===== config.mk =====
export PLATFORM = sky130hd
export DESIGN_NAME = gf180mcu_fd_sc_mcu7t5v0__rrarb4_1
export DESIGN_NICKNAME = d
export VERILOG_FILES = /design/src/rtl/gf180mcu_fd_sc_mcu7t5v0__rrarb4_1.sv
export SDC_FILE = /design/constraint.sdc
export NUM_CORES = 1
export LEC_CHECK = 0
export CAP_MARGIN = 5
export CORE_MARGIN = 4
export CORE_UTILIZATION = 25
export CTS_CLUSTER_DIAMETER = 30
export DETAILED_ROUTE_END_ITERATION = 8
export HOLD_SLACK_MARGIN = 0.02
export PLACE_DENSITY = 0.59
export SLEW_MARGIN = 15
export SYNTH_ARGS = -nofsm -noshare
export SYNTH_HDL_FRONTEND = slang
export SYNTH_SLANG_ARGS = --single-unit

===== constraint.sdc =====
create_clock -name CLK -period 1.8 [get_ports CLK]
set_input_delay 0.36 -clock CLK [delete_from_list [all_inputs] [get_ports CLK]]
set_output_delay 0.36 -clock CLK [all_outputs]
set_load 0.02 [all_outputs]

===== src/rtl/gf180mcu_fd_sc_mcu7t5v0__rrarb4_1.sv =====
// Four-requester round-robin arbiter with registered one-hot grants and a one-cycle gap between owners.
// Define GF180MCU_FD_SC_RRARB_TIMEOUT_EN to enable the MAXHOLD hold-timeout watchdog and the TOUT pulse.
module gf180mcu_fd_sc_mcu7t5v0__rrarb4_1 #(
   parameter int MAXHOLD = 15,
   parameter int CW      = 8
) (
   input  logic       CLK,
   input  logic       RN,
   input  logic [3:0] REQ,
   input  logic       DONE,
   output logic [3:0] GNT,
   output logic [1:0] GID,
   output logic       BUSY,
   output logic       TOUT
);

   typedef enum logic [1:0] {
      IDLE = 2'd0,
      OWN  = 2'd1,
      GAP  = 2'd2
   } state_t;

   state_t     state;
   logic [1:0] ptr;
   logic       win_vld;
   logic [1:0] win_idx;
   logic [1:0] cand;
   logic       rel_natural;
   logic       rel;

   // Scan from the farthest offset down so the nearest requester after ptr is kept.
   always_comb begin
      win_vld = 1'b0;
      win_idx = ptr;
      cand    = ptr;
      for (int i = 3; i >= 0; i--) begin
         cand = ptr + 2'(i);
         if (REQ[cand]) begin
            win_vld = 1'b1;
            win_idx = cand;
         end
      end
   end

   assign rel_natural = DONE || !REQ[GID];

`ifdef GF180MCU_FD_SC_RRARB_TIMEOUT_EN
   logic [CW-1:0] cnt;
   logic          hit;

   assign hit = (cnt == CW'(MAXHOLD - 1));
   assign rel = rel_natural || hit;
`else
   logic unused_cfg;

   assign unused_cfg = (MAXHOLD > 0) ^ (CW > 0);
   assign rel        = rel_natural;
   assign TOUT       = 1'b0;
`endif

   always_ff @(posedge CLK or negedge RN) begin
      if (!RN) begin
         state <= IDLE;
         ptr   <= 2'd0;
         GNT   <= 4'b0000;
         GID   <= 2'd0;
         BUSY  <= 1'b0;
`ifdef GF180MCU_FD_SC_RRARB_TIMEOUT_EN
         cnt   <= '0;
         TOUT  <= 1'b0;
`endif
      end else begin
`ifdef GF180MCU_FD_SC_RRARB_TIMEOUT_EN
         TOUT <= 1'b0;
`endif
         case (state)
            IDLE, GAP: begin
               if (win_vld) begin
                  GNT   <= 4'b0001 << win_idx;
                  GID   <= win_idx;
                  BUSY  <= 1'b1;
                  ptr   <= win_idx + 2'd1;
                  state <= OWN;
`ifdef GF180MCU_FD_SC_RRARB_TIMEOUT_EN
                  cnt   <= '0;
`endif
               end else begin
                  state <= IDLE;
               end
            end
            OWN: begin
               if (rel) begin
                  GNT   <= 4'b0000;
                  BUSY  <= 1'b0;
                  state <= GAP;
`ifdef GF180MCU_FD_SC_RRARB_TIMEOUT_EN
                  // A voluntary release in the same cycle as the timeout is not a forced one.
                  TOUT  <= hit && !rel_natural;
`endif
               end
`ifdef GF180MCU_FD_SC_RRARB_TIMEOUT_EN
               else if (cnt != {CW{1'b1}}) begin
                  cnt <= cnt + CW'(1);
               end
`endif
            end
            default: begin
               state <= IDLE;
               GNT   <= 4'b0000;
               BUSY  <= 1'b0;
            end
         endcase
      end
   end

endmodule

==> out/qor.yml <==
outcome: "finished clean"
p_per_area_nw_per_um2: 1560
core_um2: 2040
overflow: 0
antenna_cells: 0
synth_top_cell_area_share_pct: 49.1
nets: 89
cts_sinks: 11
rsz0062_at_grt: "false"
synth_area_leaders: "dfrtp_1 49%, nand2_1 8.0%, o21ai_1 6.3%"
met1_usage_pct: 10.6
cp_slowest_stage_delay_ps: 500
postCtsSetupRepairBufs: 0
timing.fmax_mhz: 585
reg2reg_to: "ptr[1]"
rows: 16
cpMostUsedCell: "o21ai_1"
grt_pass1_wl_mm: 2.30
top_usage_layer: "met2"
cts_tree: "done"
drt_wl_total_mm: 1.27
power.share.combinational_pct: 48.5
portBuffers: 13
fin_crit_ps: 1710
num_vias: 498
via_per_inst: 4.61
synth_fp_nets: 66
ios: 15
antenna_found_initial: 0
syn2layout_area_growth_pct: 40.6
drive_gt1_share_pct: 14.8
clkPwrFrac_pct: 13.4
grtUsageTotal_pct: 9.60
worstPathRequired_ps: 1950
rr_worst_depth: 5
finalSetupViolCount: 0
yosysSeqAreaShare_pct: 49.1
cts_root_buf: "clkbuf_4"
place_congestion: 0.768
synthArstFlopShare_pct: 100
p_seq_share_pct: 38.1
dp_cells: 104
finClkSkew_ps: 2.84
r2r_setup_slack_ps: 240
antenna_left: 0
post_drt_wl_per_cell_um: 11.7
hpwl_mm: 1.01
route.detailed.drc: 0
yosysUniqueCellTypes: 23
ir_drop_mv: 0.560
p_leak_nw: 0.349
die_h_um: 55.4
ys.warnings.count: 0
die_x_um: 55.4
use_met3_pct: 4.90
drt-pass1-iter-count: 4
synth_edf_count: 0
tightest_slew_ps: 506
finalCritPeriodShare_pct: 95.0
n_fill_cell: 225
hp-class: "in -> async"
maxSlewHeadroom_pct: 66.1
initial_core_util_pct: 27.5
hold_viol: 0
synth-main-ff-cell: "dfrtp_1"
cts_buffers: 3
cts_hold_buf: 0
synth_seq_cells: 11
crit_path_cell_trace: "clkdlybuf4s50_1 > mux4_2 > nand4bb_1 > o21ai_1 > buf_4 > nand2_1 > o21ai_1"
synth_top_area_cell: "dfrtp_1"
p_int_w: 0.000756
htree_levels: 1
grtUsageMet2_pct: 15.9
drt_iter0_markers: 20
endpoint: "GNT[0]"
syn_inst: 59
startpoint: "REQ[0]"
switching_share_pct: 38.3
critPathMaxFanout: 5
clk_pin_slew_worst_paths_ps: 70
arrival_ps: 1860
cts_resized: 0
setup_tns_ps: 0
grt_max_degree: 12
insertion_delay_ps: 260
dieArea_um2: 3060
final_cells: 108
avgSynthCellArea_um2: 9.50
finalMaxSlewViolations: 0
critPathSlowestCell: "clkdlybuf4s50_1"
r2r_start: "ptr[1]"
grt_pass1_vias: 513
cts_max_path_buffers: 2
critPathLaunchType: "primary input"
cap_viol_max_count: 0
netlist_area_um2: 561
p_switching_w: 0.000470
cp-end-kind: "register"
critPathKind: "in -> reg"
-- Yosys cell counts, types with 2 or more instances --
cell type / instances
dfrtp_1: 11
inv_1: 4
o21a_1: 3
nand2_1: 12
nor2b_1: 2
o22ai_1: 3
o21ai_1: 7
nor2_1: 2
-- power by group through the flow --
stage	sequential, W	combinational [W]	clock (W)
floorplan	0.000534	0.000272	0
global placement	0.000471	0.000598	0
detailed placement	0.000473	0.000605	0
CTS	0.000468	0.000606	0.000171
global route	0.000486	0.000659	0.000193
finish	0.000467	0.000595	0.000164
-- layout make-up --
cell class	count	area [um2]	area share, %
Sequential cell	11	275	34.9
Multi-Input combinational cell	42	259	32.9
Timing Repair Buffer	19	175	22.2
Tap cell	27	33.8	4.29
Clock buffer	4	26.3	3.33
Inverter	5	18.8	2.38
-- cell usage in the layout, fill, tap and decap left out, types with 2 or more instances in the layout --
master,Yosys,layout
clkdlybuf4s50_1,0,13
clkbuf_4,0,3
nor2_1,2,2
o22ai_1,3,3
nor2b_1,2,2
nand2_1,12,12
buf_4,1,6
o21ai_1,7,7
dfrtp_1,11,11
inv_1,4,4
o21a_1,3,3
-- flip-flops by register name (all words and copies together) (netlist names) --
| name | count |
|---|---|
| BUSY | 1 |
| GID | 2 |
| ptr | 2 |
| GNT | 4 |
| state | 2 |
-- per-layer routing --
metal / vias to the layer above / share of wire, %
met5: - / 0
met2: 13 / 51
met1: 232 / 42
met4: 0 / 0.63
met3: 2 / 5.8
li1: 251 / -
-- worst max-delay path, delay by kind of cell --
family / cells / cell delay [ps]
buf+inv: 2 / 660
mux: 1 / 490
simple gates: 2 / 200
compound gates: 2 / 160
-- worst min-delay path by stage --
stage,slack (ps),startpoint,end,cells after the start
3_3_place_gp,460,BUSY,BUSY,2
4_1_cts,440,RN,GNT[3],1
5_1_grt,460,RN,ptr[1],1
6_report,430,RN,GNT[1],1
3_5_place_dp,470,BUSY,BUSY,2
2_1_floorplan,60,RN,BUSY,0
-- stage by stage --
stage / hold slack [ps] / instance area (um2) / total power [W] / worst slack (ps) / util, %
after floorplan: 64.4 / 561 / 0.000806 / 307 / -
after global placement: 460 / 762 / 0.00107 / -160 / 37.3
after detailed placement: 467 / 762 / 0.00108 / -185 / 37.3
after CTS: 438 / 788 / 0.00125 / 94.7 / 38.6
after global routing: 460 / 788 / 0.00134 / 3.50 / 38.6
final: 432 / 788 / 0.00123 / 90.3 / 38.6
-- cell families (layout without fill, tap and decap cells) --
kind of cell / count (synthesis) / count (layout) / synth area share [%]
simple gates: 22 / 22 / 19.9
other cells: 1 / 1 / 0.669
buf+inv: 6 / 28 / 4.69
compound gates: 17 / 17 / 19.9
mux: 2 / 2 / 5.80
flops: 11 / 11 / 49.1
Note: power is estimated with default switching activity, not from simulation.
